===== config.mk =====
export PLATFORM = sky130hd
export DESIGN_NAME = inst_loader
export DESIGN_NICKNAME = d
export VERILOG_FILES = /design/src/rtl/inst_loader_pkg.sv /design/src/rtl/inst_loader_byte_packer.sv /design/src/rtl/inst_loader.sv
export SDC_FILE = /design/constraint.sdc
export NUM_CORES = 1
export LEC_CHECK = 0
export CORE_MARGIN = 1
export CORE_UTILIZATION = 45
export CTS_BUF_LIST = sky130_fd_sc_hd__clkbuf_8
export DETAILED_ROUTE_END_ITERATION = 10
export DONT_BUFFER_PORTS = 1
export GPL_ROUTABILITY_DRIVEN = 0
export GPL_TIMING_DRIVEN = 0
export PLACE_DENSITY = 0.69
export SETUP_SLACK_MARGIN = 0.5
export SLEW_MARGIN = 20
export SYNTH_ARGS = -nofsm -noshare
export SYNTH_HDL_FRONTEND = slang
export SYNTH_SLANG_ARGS = --single-unit
export TNS_END_PERCENT = 30

===== constraint.sdc =====
create_clock -name clk -period 2.1 [get_ports clk]
set_input_delay 0.21 -clock clk [delete_from_list [all_inputs] [get_ports clk]]
set_output_delay 0.21 -clock clk [all_outputs]
set_load 0.01 [all_outputs]

===== src/rtl/inst_loader_pkg.sv =====
// Shared types and constants for the instruction loader.
package inst_loader_pkg;

  typedef enum logic [2:0] {
    StIdle,
    StLenHi,
    StLenLo,
    StBytes,
    StWrite,
    StCheck,
    StDone,
    StError
  } state_e;

  localparam int unsigned LEN_BYTES      = 2;
  localparam int unsigned BYTES_PER_WORD = 4;
  localparam int unsigned CHECKSUM_W     = 8;

endpackage


===== src/rtl/inst_loader_byte_packer.sv =====
// Big-endian byte-to-word packer: shifts accepted bytes in at the LSB end and flags
// the transfer that completes a word.
module inst_loader_byte_packer
  import inst_loader_pkg::*;
(
  input  logic        clk,
  input  logic        rst,
  input  logic        clear,
  input  logic [7:0]  byteIn,
  input  logic        byteFire,
  output logic [31:0] word,
  output logic        wordReady
);

  localparam int unsigned CntW = $clog2(BYTES_PER_WORD);

  logic [CntW-1:0] cntQ;
  logic [31:0]     wordQ;

  always_ff @(posedge clk) begin
    if (rst) begin
      cntQ  <= '0;
      wordQ <= '0;
    end else if (clear) begin
      cntQ <= '0;
    end else if (byteFire) begin
      cntQ  <= cntQ + 1'b1;
      wordQ <= {wordQ[23:0], byteIn};
    end
  end

  // Asserted in the cycle the last byte of a word transfers; the word is complete next cycle.
  always_comb begin
    wordReady = byteFire && (cntQ == CntW'(BYTES_PER_WORD - 1));
    word      = wordQ;
  end

endmodule


===== src/rtl/inst_loader.sv =====
// Instruction-memory loader: parses a length-prefixed byte stream into 32-bit words and
// writes them from address 0 while stalling the CPU. Optional INST_LOADER_CHECKSUM_EN adds
// a trailing XOR checksum byte.
module inst_loader
  import inst_loader_pkg::*;
#(
  parameter int unsigned ADDR_W = 8,
  parameter int unsigned WORD_W = 32
) (
  input  logic              clk,
  input  logic              rst,
  input  logic              start,
  input  logic [7:0]        byte_in,
  input  logic              byte_valid,
  output logic              byte_ready,
  output logic              wr_en,
  output logic [ADDR_W-1:0] wr_addr,
  output logic [WORD_W-1:0] wr_data,
  output logic              cpu_hold,
  output logic              done,
  output logic              err,
  output logic [ADDR_W:0]   word_count
);

  if (WORD_W != 32) begin : gen_word_w_check
    $error("inst_loader: WORD_W must be 32");
  end

  localparam int unsigned MaxWords = 32'd1 << ADDR_W;

`ifdef INST_LOADER_CHECKSUM_EN
  localparam state_e PayloadEnd = StCheck;
`else
  localparam state_e PayloadEnd = StDone;
`endif

  state_e            stateQ, stateD;
  logic [15:0]       lenQ, lenD;
  logic [ADDR_W-1:0] addrQ, addrD;
  logic [ADDR_W:0]   cntQ, cntD;
  logic              byteFire, packClear, packFire, wordReady;
  logic [31:0]       packWord;
`ifdef INST_LOADER_CHECKSUM_EN
  logic [CHECKSUM_W-1:0] chkQ, chkD;
`endif

  assign byteFire = byte_valid && byte_ready;
  assign packFire = byteFire && (stateQ == StBytes);

  inst_loader_byte_packer u_packer (
    .clk      (clk),
    .rst      (rst),
    .clear    (packClear),
    .byteIn   (byte_in),
    .byteFire (packFire),
    .word     (packWord),
    .wordReady(wordReady)
  );

  always_comb begin
    stateD    = stateQ;
    lenD      = lenQ;
    addrD     = addrQ;
    cntD      = cntQ;
    packClear = 1'b0;
`ifdef INST_LOADER_CHECKSUM_EN
    chkD      = chkQ;
`endif
    unique case (stateQ)
      StIdle, StDone, StError: begin
        if (start) begin
          stateD    = StLenHi;
          addrD     = '0;
          cntD      = '0;
          packClear = 1'b1;
`ifdef INST_LOADER_CHECKSUM_EN
          chkD      = '0;
`endif
        end
      end
      StLenHi: begin
        if (byteFire) begin
          lenD   = {byte_in, lenQ[7:0]};
          stateD = StLenLo;
        end
      end
      StLenLo: begin
        if (byteFire) begin
          lenD = {lenQ[15:8], byte_in};
          if (lenD == 16'd0)                 stateD = PayloadEnd;
          else if (32'(lenD) > MaxWords)     stateD = StError;
          else                               stateD = StBytes;
        end
      end
      StBytes: begin
        if (byteFire) begin
`ifdef INST_LOADER_CHECKSUM_EN
          chkD = chkQ ^ byte_in;
`endif
          if (wordReady) stateD = StWrite;
        end
      end
      StWrite: begin
        addrD  = addrQ + 1'b1;
        cntD   = cntQ + 1'b1;
        stateD = (32'(cntD) == 32'(lenQ)) ? PayloadEnd : StBytes;
      end
`ifdef INST_LOADER_CHECKSUM_EN
      StCheck: begin
        if (byteFire) stateD = (byte_in == chkQ) ? StDone : StError;
      end
`endif
      default: stateD = StIdle;
    endcase
  end

  always_ff @(posedge clk) begin
    if (rst) begin
      stateQ <= StIdle;
      lenQ   <= '0;
      addrQ  <= '0;
      cntQ   <= '0;
    end else begin
      stateQ <= stateD;
      lenQ   <= lenD;
      addrQ  <= addrD;
      cntQ   <= cntD;
    end
  end

`ifdef INST_LOADER_CHECKSUM_EN
  always_ff @(posedge clk) begin
    if (rst) chkQ <= '0;
    else     chkQ <= chkD;
  end
`endif

  always_comb begin
    byte_ready = (stateQ == StLenHi) || (stateQ == StLenLo) || (stateQ == StBytes) ||
                 (stateQ == StCheck);
    wr_en      = (stateQ == StWrite);
    cpu_hold   = byte_ready || wr_en;
    done       = (stateQ == StDone);
    err        = (stateQ == StError);
    wr_addr    = addrQ;
    wr_data    = packWord;
    word_count = cntQ;
  end

endmodule


==> impl_metrics.json, run 1 <==
{
  "cts.clk_slew.worst_paths_ns": 0.08,
  "n_fill_cell": 635,
  "yosys.area.top_type_share_pct": 43.7,
  "core-area_mm2": 0.00683,
  "run_status": "complete, no violations",
  "insertion_delay_ns": 0.35,
  "drt_pass1_iterations": 4,
  "worst_r2r_path_depth": 7,
  "lkg_pwr_nw": 1.38,
  "async_reset_ff_share_pct": 0,
  "cts_tree": "built",
  "crit_path_max_fanout": 8,
  "timing.final.crit_share_pct": 82.7,
  "slew_violations": 0,
  "worstHoldEndpoint": "lenQ[4]",
  "boundaryPins": 66,
  "globalRouteTotalUtil_pct": 23.0,
  "port_buffers": 0,
  "final_nets": 441,
  "timing.hold.ws_ns": 0.00868,
  "drtAntennaViolNets": 0,
  "worst_r2r_startpoint": "word_count[0]",
  "placement.cell_area_mm2": 0.00336,
  "syn-cell-area_mm2": 0.00320,
  "worst_flop_to_flop_path_endpoint": "stateQ[0]",
  "initialDrtViolationCount": 199,
  "synth-warning-count": 0,
  "ir_worst_vdd_uv": 452,
  "maximum_buffer_depth_of_the_clock_tree": 2,
  "syn_inst": 394,
  "die_w_um": 86.4,
  "timing.hold.worst_path_depth": 2,
  "worstPathRequired_ns": 2.35,
  "final_layout_size_suffix_gt1_share_pct": 21.1,
  "synth-seq-area-share_pct": 43.7,
  "reg2reg_setup_slack_ns": 0.36,
  "most_frequent_cells_in_the_layout": "74 x sky130_fd_sc_hd__nand2_1, 60 x sky130_fd_sc_hd__dfxtp_1, 51 x sky130_fd_sc_hd__a21oi_1, 37 x sky130_fd_sc_hd__nor2_1, 18 x sky130_fd_sc_hd__mux2i_1",
  "placement_row_count": 30,
  "timing.slew.headroom_pct": 56.2,
  "first_pass_grt_wire_length_um": 13200,
  "path_class": "reg -> reg",
  "grt_max_degree": 14,
  "finalInstanceArea_mm2": 0.00393,
  "final_common_cell": "sky130_fd_sc_hd__nand2_1",
  "cts_root_buffer": "sky130_fd_sc_hd__clkbuf_8",
  "finalHoldViolations": 0,
  "ys_top_cells_by_area": "sky130_fd_sc_hd__dfxtp_1 44%, sky130_fd_sc_hd__nand2_1 8.9%, sky130_fd_sc_hd__a21oi_1 8.1%",
  "timing_worst_slew_pin_value_ns": 0.658,
  "critical_path.startpoint": "word_count[0]",
  "worstSetupEndpointType": "register",
  "clkSinkCount": 70,
  "avgRoutedWirePerCell_um": 16.1,
  "dieHeight_um": 86.4,
  "maxCapViolCount": 0,
  "yosys_register_bits": 70,
  "floorplan.initialDensity_pct": 46.9,
  "antenna_found_initial": 0,
  "routed-via-count": 2955,
  "die_area_mm2": 0.00746,
  "timing.critical_path.from_type": "register",
  "setup_viol": 0,
  "hp-class": "in -> reg",
  "finalCriticalPeriod_ns": 1.74,
  "powerDensity_mw_per_mm2": 871,
  "globalRouteOverflowTotal": 0,
  "synth_area_leader_cell": "sky130_fd_sc_hd__dfxtp_1",
  "fin_skew_ns": 0.00936,
  "grt_setup_unrepaired": "true",
  "first_global_vias": 2615,
  "area_delta_synth_final_pct": 22.7,
  "fin_tns_setup_ns": 0,
  "synth_top_flop_cell": "sky130_fd_sc_hd__dfxtp_1",
  "drt-total-wl_um": 8510,
  "avgViaCountPerCell": 5.61,
  "synth-edff-count": 0,
  "drt_drc_violations_left": 0,
  "max_freq_mhz": 576,
  "synth_cell_types": 50,
  "cts_max_level": 3,
  "cts_made_buffers": 9,
  "post_synthesis_net_count": 409,
  "postSynthAreaPerCell_um2": 8.13,
  "hpwl_um": 5640,
  "hp-start": "byte_in[4]",
  "insertedDiodeCount": 0,
  "cp.arrival_ns": 1.98
}
-- routing by layer --
metal	up-vias	track usage (%)	wire (um)
met5	-	0	0
met4	0	9.24	142
met3	14	7.52	572
met2	84	34.2	3940
met1	1424	30.8	3850
li1	1433	-	-
-- cell families after synthesis --
logic type	after synthesis	share of synthesized area, %
adders and majority gates	3	1.17
and+or+nand+nor	178	26.9
buffers and inverters	27	3.44
muxes	19	5.97
xor gates and xnor gates	13	3.55
DFF	70	43.7
AOI/OAI and AO/OA	84	15.2
-- worst max-delay path by stage --
stage	to	slack, ns	depth (start not counted)
after global placement	word_count[5]	0.19	7
after CTS	stateQ[0]	0.37	7
after global routing	stateQ[0]	0.32	7
final	stateQ[0]	0.36	7
after floorplan	stateQ[0]	0.47	5
after detailed placement	word_count[5]	0.15	7
-- worst max-delay path: stages (launching register included) --
cell	delay, ns
sky130_fd_sc_hd__dfxtp_4	0.43
sky130_fd_sc_hd__ha_4	0.15
sky130_fd_sc_hd__buf_8	0.11
sky130_fd_sc_hd__and3_4	0.19
sky130_fd_sc_hd__and3_4	0.20
sky130_fd_sc_hd__xnor2_2	0.11
sky130_fd_sc_hd__nand4_1	0.16
sky130_fd_sc_hd__o31a_1	0.28
-- power by group --
part | switching, W | internal (W)
logic | 0.000499 | 0.000410
registers | 0.0000916 | 0.00140
clock network | 0.000558 | 0.000468
total | 0.00115 | 0.00228
-- stage by stage --
stage          instances  util (%)  power [W]  setup slack (ns)
6_report             527      57.5    0.00343             0.364
5_1_grt              527      57.5    0.00360             0.322
2_1_floorplan        394         -    0.00204             0.468
4_1_cts              520      54.8    0.00329             0.373
3_3_place_gp         490      49.2    0.00218             0.187
3_5_place_dp         490      49.2    0.00219             0.151
-- Yosys cell counts, types with 3 or more instances --
cell type	instances
sky130_fd_sc_hd__a21oi_1	52
sky130_fd_sc_hd__and2_1	4
sky130_fd_sc_hd__and3_1	7
sky130_fd_sc_hd__buf_2	7
sky130_fd_sc_hd__clkbuf_1	17
sky130_fd_sc_hd__dfxtp_1	70
sky130_fd_sc_hd__ha_1	3
sky130_fd_sc_hd__mux2i_1	18
sky130_fd_sc_hd__nand2_1	76
sky130_fd_sc_hd__nand2b_1	7
sky130_fd_sc_hd__nand3_1	7
sky130_fd_sc_hd__nand3b_1	6
sky130_fd_sc_hd__nand4_1	5
sky130_fd_sc_hd__nor2_1	41
sky130_fd_sc_hd__nor3_1	6
sky130_fd_sc_hd__o21ai_0	13
sky130_fd_sc_hd__or3_1	3
sky130_fd_sc_hd__xnor2_1	7
sky130_fd_sc_hd__xor2_1	6
-- final cells by class --
type                    instances  area (um2)  area share [%]
well taps                      96         120            3.06
clock buffers                  10         138            3.50
repair buffers                 21         190            4.84
clock inverters                 6        43.8            1.11
flip-flops and latches         70        1420            36.2
multi-input cells             297        1830            46.5
inverters                       2        13.8           0.350
plain buffers                  25         175            4.46
-- registers in the layout, indices dropped and copies added, names as in the netlist --
name           flops
stateQ             3
wr_addr            8
lenQ              16
word_count         9
u_packer.cntQ      2
u_packer.word     32
-- what timing repair did --
action                                  CTS  global route
resized for setup                        23            49
setup buffers                             6             7
pin swaps                                 6             7
hold endpoints to repair                  8             0
endpoints found under the setup margin   59            66
hold buffers                              8             0
Power figures use the tool's default switching activity.
==> inputs of run 2 (changes only) <==
==> constraint.sdc (replaced) <==
create_clock -name clk -period 1.7 [get_ports clk]
set_input_delay 0.17 -clock clk [delete_from_list [all_inputs] [get_ports clk]]
set_output_delay 0.17 -clock clk [all_outputs]
set_load 0.01 [all_outputs]
==> impl_metrics.json, run 2 (synthesis gave the netlist of run 1 again) <==
{
  "run_status": "finished, violations left",
  "failing_checks": "setup timing",
  "worstPathRequired_ns": 1.94,
  "core-area_mm2": 0.00683,
  "crit_path_max_fanout": 8,
  "grt_setup_unrepaired": "true",
  "placement.cell_area_mm2": 0.00343,
  "first_pass_grt_wire_length_um": 13000,
  "path_class": "reg -> reg",
  "grt_max_degree": 14,
  "power_switching_share_pct": 33.9,
  "clkSinkCount": 70,
  "combinationalPowerShare_pct": 31.1,
  "hp-class": "in -> reg",
  "lkg_pwr_nw": 1.76,
  "drt_pass1_iterations": 7,
  "die_area_mm2": 0.00746,
  "globalRouteTotalUtil_pct": 22.7,
  "powerDensity_mw_per_mm2": 1030,
  "finalInstanceArea_mm2": 0.00460,
  "cp.arrival_ns": 1.99,
  "internal_cell_power_w": 0.00313,
  "maxCapViolCount": 0,
  "timing.critical_path.from_type": "register",
  "cts_made_buffers": 9,
  "fin_tns_setup_ns": -0.0620,
  "routed-via-count": 3025,
  "largest_reg_flops": 32,
  "final_layout_size_suffix_gt1_share_pct": 42.0,
  "dpl.cell_count": 490,
  "setup_viol": 2,
  "floorplan.initialDensity_pct": 46.9,
  "seq_power_share_pct": 38.8,
  "drt_drc_violations_left": 0,
  "dieHeight_um": 86.4,
  "n_fill_cell": 529,
  "cts_tree": "built",
  "timing.final.crit_share_pct": 103,
  "insertedDiodeCount": 0,
  "switching_power_summed_over_all_nets_w": 0.00160,
  "finalHoldViolations": 0,
  "max_freq_mhz": 572,
  "port_buffers": 0,
  "share_clk_of_total_power_pct": 30.1,
  "timing.slew.headroom_pct": 46.1,
  "most_frequent_cells_in_the_layout": "57 x sky130_fd_sc_hd__dfxtp_1, 41 x sky130_fd_sc_hd__nand2_1, 30 x sky130_fd_sc_hd__a21oi_2, 30 x sky130_fd_sc_hd__nor2_1, 22 x sky130_fd_sc_hd__a21oi_1",
  "final-instance-count-excl-fill": 532,
  "first_global_vias": 2605,
  "layout_setup_ws_ns": -0.0470,
  "finalCriticalPeriod_ns": 1.75,
  "worstSetupEndpointType": "register",
  "fin_skew_ns": 0.00789,
  "drt-total-wl_um": 9380,
  "avgRoutedWirePerCell_um": 17.6,
  "final_common_cell": "sky130_fd_sc_hd__dfxtp_1",
  "insertion_delay_ns": 0.36,
  "cts_root_buffer": "sky130_fd_sc_hd__clkbuf_8",
  "initialDrtViolationCount": 171,
  "hpwl_um": 5610,
  "ir_worst_vdd_uv": 834,
  "post-route-util_pct": 67.3,
  "final_nets": 446,
  "die_w_um": 86.4,
  "avgViaCountPerCell": 5.69,
  "placement_row_count": 30,
  "cts_max_level": 3,
  "drtAntennaViolNets": 0,
  "antenna_found_initial": 0,
  "dp_worst_setup_slack_ns": -0.0586,
  "timing_worst_slew_pin_value_ns": 0.808,
  "slew_violations": 0,
  "area_delta_synth_final_pct": 43.6,
  "maximum_buffer_depth_of_the_clock_tree": 2,
  "cts.clk_slew.worst_paths_ns": 0.08,
  "boundaryPins": 66,
  "globalRouteOverflowTotal": 0
}
run 2: changes by cell type in the layout (fill, tap and decap cells not counted), moves of 9 or more:
cell | before | now
sky130_fd_sc_hd__nand2_4 | 1 | 19
sky130_fd_sc_hd__nand2_2 | 1 | 16
sky130_fd_sc_hd__a21oi_1 | 51 | 22
sky130_fd_sc_hd__a21oi_2 | 1 | 30
sky130_fd_sc_hd__nand2_1 | 74 | 41
sky130_fd_sc_hd__o21ai_0 | 11 | 2
run 2: cell type report:
type                    instances  area [um2]  area share (%)
plain buffers                  25         279            6.06
clock buffers                  10         138            2.99
clock inverters                 6        68.8            1.50
inverters                       2        12.5           0.272
multi-input cells             297        2270            49.3
flip-flops and latches         70        1430            31.1
well taps                      96         120            2.61
repair buffers                 26         287            6.23
run 2: repair_timing:
item,in CTS,in global routing
endpoints found under the setup margin,75,75
hold buffers,8,0
pin swaps,9,59
endpoints found under the hold margin,24,0
gates cloned,0,3
resized for setup,19,189
setup buffers,5,10
run 2: path summary, 6_finish.rpt:
| check | startpoint | endpoint | slack (ns) | cells past startpoint |
|---|---|---|---|---|
| worst max-delay path | word_count[0] | stateQ[0] | -0.05 | 7 |
| worst max register to register | word_count[0] | stateQ[0] | -0.05 | 7 |
| worst min-delay path | start | stateQ[1] | 0.05 | 3 |
| worst min register to register | u_packer.word[28] | u_packer.word[28] | 0.50 | 2 |
run 2: critical path: stages (launching register included):
cell and delay, ns:
sky130_fd_sc_hd__dfxtp_4 0.43, sky130_fd_sc_hd__ha_4 0.15, sky130_fd_sc_hd__buf_8 0.11, sky130_fd_sc_hd__and3_4 0.19, sky130_fd_sc_hd__and3_4 0.20, sky130_fd_sc_hd__xnor2_2 0.10
sky130_fd_sc_hd__nand4_1 0.16, sky130_fd_sc_hd__o31a_1 0.29
run 2: metal layers:
layer,vias up,share of wire [%],track usage (%)
met2,89,49,33.8
met5,-,0,0
li1,1445,-,-
met1,1475,44,30.6
met4,0,1.5,8.03
met3,16,6.2,7.90
run 2: power groups by stage:
stage	clock, W	sequential [W]	combinational (W)
3_5_place_dp	0	0.00186	0.000927
5_1_grt	0.00153	0.00185	0.00156
3_3_place_gp	0	0.00186	0.000909
2_1_floorplan	0	0.00183	0.000756
4_1_cts	0.00143	0.00183	0.00100
6_report	0.00142	0.00184	0.00147
run 2: metrics by stage:
| step | hold slack, ns | power [W] |
|---|---|---|
| 3_5_place_dp | 0.314 | 0.00279 |
| 3_3_place_gp | 0.309 | 0.00276 |
| 5_1_grt | 0.0513 | 0.00494 |
| 4_1_cts | 0.0466 | 0.00427 |
| 2_1_floorplan | 0.306 | 0.00259 |
| 6_report | 0.0542 | 0.00473 |
